<file path="src/rtl/cmp_sort_ctrl_pkg.sv">
// Shared definitions for the 4-element compare/swap sorter: FSM encoding and
// the fixed compare-pair schedule.
package cmp_sort_ctrl_pkg;

    typedef enum logic [1:0] {
        StLoad = 2'd0,
        StSort = 2'd1,
        StOut  = 2'd2
    } state_e;

    localparam int unsigned NumElems = 4;
    localparam int unsigned NumSteps = 6;

    // Left index of the compared pair per sort step; right index is always left + 1.
    // Step order 0..5 compares (0,1),(1,2),(2,3),(0,1),(1,2),(0,1).
    localparam logic [NumSteps-1:0][1:0] SortSched = {2'd0, 2'd1, 2'd0, 2'd2, 2'd1, 2'd0};

endpackage

</file>
<file path="src/rtl/mag_cmp4.sv">
// Unsigned W-bit magnitude comparator; the sorter's single shared compare unit.
module mag_cmp4 #(
    parameter int unsigned W = 4
) (
    input  logic [W-1:0] a,
    input  logic [W-1:0] b,
    output logic         agreat,
    output logic         aless,
    output logic         equal
);

    always_comb begin
        agreat = (a > b);
        aless  = (a < b);
        equal  = (a == b);
    end

endmodule

</file>
<file path="src/rtl/cmp_sort_ctrl.sv">
// Load four elements, bubble-sort them in six compare cycles through one
// shared comparator, then stream them out with a valid/ready handshake.
module cmp_sort_ctrl
    import cmp_sort_ctrl_pkg::*;
#(
    parameter int unsigned W    = 4,
    parameter bit          DESC = 1'b0
) (
    input  logic         clk,
    input  logic         rst_n,
    input  logic         flush,
    input  logic         in_valid,
    input  logic [W-1:0] in_data,
    output logic         in_ready,
    output logic         out_valid,
    output logic [W-1:0] out_data,
    output logic         out_last,
    input  logic         out_ready,
    output logic         busy,
    output logic [2:0]   swap_cnt
);

    state_e         state_q, state_d;
    logic [W-1:0]   e_q [NumElems];
    logic [W-1:0]   e_d [NumElems];
    logic [1:0]     ld_idx_q, ld_idx_d;
    logic [1:0]     out_idx_q, out_idx_d;
    logic [2:0]     step_q, step_d;
    logic [2:0]     swap_cnt_q, swap_cnt_d;

    logic [1:0]     cmp_left, cmp_right;
    logic           cmp_gt, cmp_lt, cmp_eq;
    logic           do_swap;

    always_comb begin
        cmp_left  = SortSched[step_q];
        cmp_right = cmp_left + 2'd1;
    end

    mag_cmp4 #(
        .W(W)
    ) u_cmp (
        .a      (e_q[cmp_left]),
        .b      (e_q[cmp_right]),
        .agreat (cmp_gt),
        .aless  (cmp_lt),
        .equal  (cmp_eq)
    );

    // Equal pairs never swap, keeping the sort stable.
    always_comb do_swap = !cmp_eq && (DESC ? cmp_lt : cmp_gt);

    always_comb begin
        state_d    = state_q;
        e_d        = e_q;
        ld_idx_d   = ld_idx_q;
        out_idx_d  = out_idx_q;
        step_d     = step_q;
        swap_cnt_d = swap_cnt_q;

        unique case (state_q)
            StLoad: begin
                if (in_valid) begin
                    e_d[ld_idx_q] = in_data;
                    ld_idx_d      = ld_idx_q + 2'd1;
                    if (ld_idx_q == 2'd3) begin
                        state_d    = StSort;
                        step_d     = 3'd0;
                        swap_cnt_d = 3'd0;
                    end
                end
            end
            StSort: begin
                if (do_swap) begin
                    e_d[cmp_left]  = e_q[cmp_right];
                    e_d[cmp_right] = e_q[cmp_left];
                    swap_cnt_d     = swap_cnt_q + 3'd1;
                end
                if (step_q == 3'(NumSteps - 1)) begin
                    state_d = StOut;
                    step_d  = 3'd0;
                end else begin
                    step_d = step_q + 3'd1;
                end
            end
            StOut: begin
                if (out_ready) begin
                    out_idx_d = out_idx_q + 2'd1;
                    if (out_idx_q == 2'd3) begin
                        state_d = StLoad;
                    end
                end
            end
            default: state_d = StLoad;
        endcase

        // Flush wins over everything; element contents are deliberately kept.
        if (flush) begin
            state_d    = StLoad;
            e_d        = e_q;
            ld_idx_d   = 2'd0;
            out_idx_d  = 2'd0;
            step_d     = 3'd0;
            swap_cnt_d = 3'd0;
        end
    end

    always_ff @(posedge clk or negedge rst_n) begin
        if (!rst_n) begin
            state_q    <= StLoad;
            ld_idx_q   <= 2'd0;
            out_idx_q  <= 2'd0;
            step_q     <= 3'd0;
            swap_cnt_q <= 3'd0;
            for (int i = 0; i < NumElems; i++) begin
                e_q[i] <= '0;
            end
        end else begin
            state_q    <= state_d;
            ld_idx_q   <= ld_idx_d;
            out_idx_q  <= out_idx_d;
            step_q     <= step_d;
            swap_cnt_q <= swap_cnt_d;
            for (int i = 0; i < NumElems; i++) begin
                e_q[i] <= e_d[i];
            end
        end
    end

    always_comb begin
        in_ready  = (state_q == StLoad);
        out_valid = (state_q == StOut);
        busy      = (state_q == StSort);
        out_data  = out_valid ? e_q[out_idx_q] : '0;
        out_last  = out_valid && (out_idx_q == 2'd3);
        swap_cnt  = swap_cnt_q;
    end

endmodule

</file>
<file path="config.mk">
export PLATFORM = sky130hd
export DESIGN_NAME = cmp_sort_ctrl
export DESIGN_NICKNAME = d
export VERILOG_FILES = /design/src/rtl/cmp_sort_ctrl_pkg.sv /design/src/rtl/mag_cmp4.sv /design/src/rtl/cmp_sort_ctrl.sv
export SDC_FILE = /design/constraint.sdc
export NUM_CORES = 1
export LEC_CHECK = 0
export BUFFER_PORTS_ARGS = -buffer_cell sky130_fd_sc_hd__buf_2
export CELL_PAD_IN_SITES_DETAIL_PLACEMENT = 0
export CELL_PAD_IN_SITES_GLOBAL_PLACEMENT = 2
export CORE_AREA = 2 2 63 124
export DETAILED_ROUTE_END_ITERATION = 6
export DIE_AREA = 0 0 65 126
export PLACE_DENSITY = 0.74
export SYNTH_ARGS = -nofsm -noshare
export SYNTH_HDL_FRONTEND = slang
export SYNTH_SLANG_ARGS = --single-unit
</file>
<file path="constraint.sdc">
create_clock -name clk -period 3.5 [get_ports clk]
set_clock_uncertainty 0.15 [all_clocks]
set_input_delay 0.175 -clock clk [delete_from_list [all_inputs] [get_ports clk]]
set_output_delay 0.175 -clock clk [all_outputs]
set_load 0.01 [all_outputs]
</file>
==> results.yml <==
detailed_routing:
  drc: 0
  wl_per_cell_um: 20.0
  drt_wl_total_um: 7660
  first_pass_iters: 4
  vias_per_cell: 5.67
  antenna_left: 0
  dr.first_iter.drc_count: 132
  vias: 2171
synthesis:
  synthArstFlopShare_pct: 100
  synth_top_area_cell: "dfrtp_1"
  synth-simple-area-share_pct: 18.7
  synth.avg_cell_area_um2: 9.42
  synthXorXnorAreaFrac_pct: 1.08
  synthTopCellsByArea: "dfrtp_1 29%, ha_1 6.7%, mux4_2 6.5%"
  synth_edf_count: 0
  yosysWarningCount: 0
  synth.ff_latch_count: 28
  ys_seq_area_share_pct: 28.7
  yosysUniqueCellTypes: 56
  synth_cells: 259
  yosysTopAreaCellShare_pct: 28.7
  synth_compound_area_share_pct: 24.4
  synth.most_common_cell: "dfrtp_1"
  synth_top_family_by_area: "compound AO/OA/AOI/OAI gates"
  syn_area_um2: 2440
  synthesis.nets: 281
  synth_top_flop_cell: "dfrtp_1"
  synthMuxAreaShare_pct: 16.3
  yosys-top-cells-count: "28 x dfrtp_1, 23 x nand2_1, 21 x nor2_1"
  synth_fa_ha_area_share_pct: 6.67
critical_path:
  endpoint_kind: "flop"
  path_common_cell: "mux2_4"
  cp_cell_sequence: "nor2_2, mux2_4, ha_4, mux4_2, inv_1, ha_1, and3_1, a21oi_1, nor3_1, mux2i_1, o21a_1, o21a_2, mux2_4"
  critPathKind: "reg -> reg"
  start_kind: "flop"
  cpPeakStageDelay_ps: 410
  path_delay_family: "multiplexers"
  worst_ep_arrival_time_ps: 3330
  path_buf_inv: 1
  worstPathRequired_ps: 3500
  crit_slowest_cell: "dfrtp_1"
  worstPathMaxFanout: 7
power_and_ir_drop:
  ir_worst_vdd_v: 0.000335
  power_density_nw_per_um2: 430
  p_leak_nw: 1.25
cts:
  clockBufferDepth: 2
  cts_max_level: 1
  cts_num_sinks: 28
  clk_pin_slew_ps: 70
  root_buffer: "clkbuf_16"
  clk_latency_ps: 270
  cts_tree: "yes"
  cts_buffers: 3
floorplan:
  core_um2: 7210
  start_util_pct: 33.8
  ios: 20
  die_height_um: 126
  dieArea_um2: 8190
  die_w_um: 65
  rows: 44
sta:
  slew_headroom_pct: 56.3
  fin_ws_ps: 172
  fin_crit_sh_pct: 95.1
  period_needed_ps: 3330
  finalHoldViolCount: 0
  fin_hold_ws_ps: 22.1
  worst_slew_pin_slew_ps: 655
  fmax_mhz: 300
  setup_viol: 0
  finalMaxSlewViolations: 0
run_status:
  status: "finished, final reports clean"
place:
  pre_cts_slack_ps: 88.2
  gp_congestion: 0.927
  place_inst: 377
  portBuffers: 19
  hpwl_um: 6140
layout:
  regArea_um2: 701
  fin_cells: 383
  fin_util_pct: 40.5
  nFillCells: 732
  layout-drive-gt1-share_pct: 27.8
  multi_input_area_um2: 1710
  nets: 314
  num_antenna_cells: 0
  syn_to_final_growth_pct: 19.6
global_route:
  antenna_found_initial: 0
  grt.overflow.total: 0
  grt_usage_pct: 19.8
  grt_first_pass_wirelength_um: 12100
  grt_max_degree: 29
  grt_pass1_vias: 2234
flow_run:
  timing.max_cap.violations: 0
hold_path:
  hp-class: "in -> reg"
registers in the layout (all words and copies together) (netlist names):
register,cells
out_idx_q,2
step_q,3
swap_cnt,3
state_q,2
ld_idx_q,2
e_q,16
stage by stage:
step                area, µm²  TNS (ps)  power (W)
floorplan                2470         0   0.000719
global placement         2750         0   0.000894
detailed placement       2750         0   0.000893
CTS                      2860         0    0.00125
global route             2920     -28.2    0.00132
finish                   2920         0    0.00125
worst reg2reg max path: stages (launching register included):
cell and delay (ps):
dfrtp_1 410, nor2_2 60, mux2_4 320, ha_4 300
mux4_2 300, inv_1 70, ha_1 230, and3_1 230
a21oi_1 170, nor3_1 70, mux2i_1 150, o21a_1 210
o21a_2 230, mux2_4 310
cell families (layout without fill, tap and decap cells):
logic type | count (synthesis) | in the layout
AOI/OAI and AO/OA | 75 | 75
adders and majority gates | 13 | 13
and+or+nand+nor | 91 | 91
muxes | 27 | 27
xor gates and xnor gates | 3 | 3
DFF | 28 | 28
buffers and inverters | 22 | 54
routing by layer:
layer	vias to the layer above	part of all wire (%)	wire length (µm)	GRT usage, %
met5	-	0	0	0
met4	0	6.2	478	12.6
met3	27	2.6	199	1.52
met2	62	56	4250	36.4
met1	1047	36	2730	20.7
li1	1035	-	-	-
final timing paths:
| kind | start | to | slack, ps | depth (start not counted) |
|---|---|---|---|---|
| setup / recovery | step_q[2] | e_q[12] | 170 | 13 |
| hold / removal | out_ready | out_idx_q[1] | 20 | 3 |
| setup reg to reg | step_q[2] | e_q[12] | 170 | 13 |
| hold reg to reg | swap_cnt[1] | swap_cnt[1] | 380 | 1 |
| max in group asynchronous | rst_n | e_q[9] | 2460 | 2 |
| min in group asynchronous | rst_n | ld_idx_q[0] | 320 | 2 |
power by group:
part / leakage, nW / switching [W] / internal [W]
clock: 0.0511 / 0.000118 / 0.000228
sequential: 0.382 / 0.0000543 / 0.000354
combinational: 0.817 / 0.000274 / 0.000226
layout make-up:
| cell class | count | share of cell area (%) |
|---|---|---|
| Tap cell | 92 | 3.94 |
| Clock buffer | 3 | 2.57 |
| Sequential cell | 28 | 24.0 |
| Inverter | 12 | 1.54 |
| Multi-Input combinational cell | 209 | 58.7 |
| Timing Repair Buffer | 38 | 8.23 |
| Clock inverter | 1 | 1.03 |
cell usage in the layout (no fill, tap or decap), types with 4 or more instances in the layout:
cell type  instances
buf_2             19
and2_1             8
mux2_1             6
nand2_1           23
nand2b_1           5
mux2_4             5
mux2_2             6
nor2_1            21
o21ai_0           10
buf_4             18
a22o_1             5
nand3_1           15
mux4_2             7
o211ai_1          12
a21oi_1           15
ha_1              12
dfrtp_1           28
nor3b_1            4
inv_1             11
timing repair:
item | in CTS | in global routing
endpoints found under the setup margin | 0 | 16
hold endpoints to repair | 28 | 0
setup buffers | 0 | 1
hold buffers | 1 | 0
gates resized for setup | 0 | 7
(Power assumes the default switching activity.)
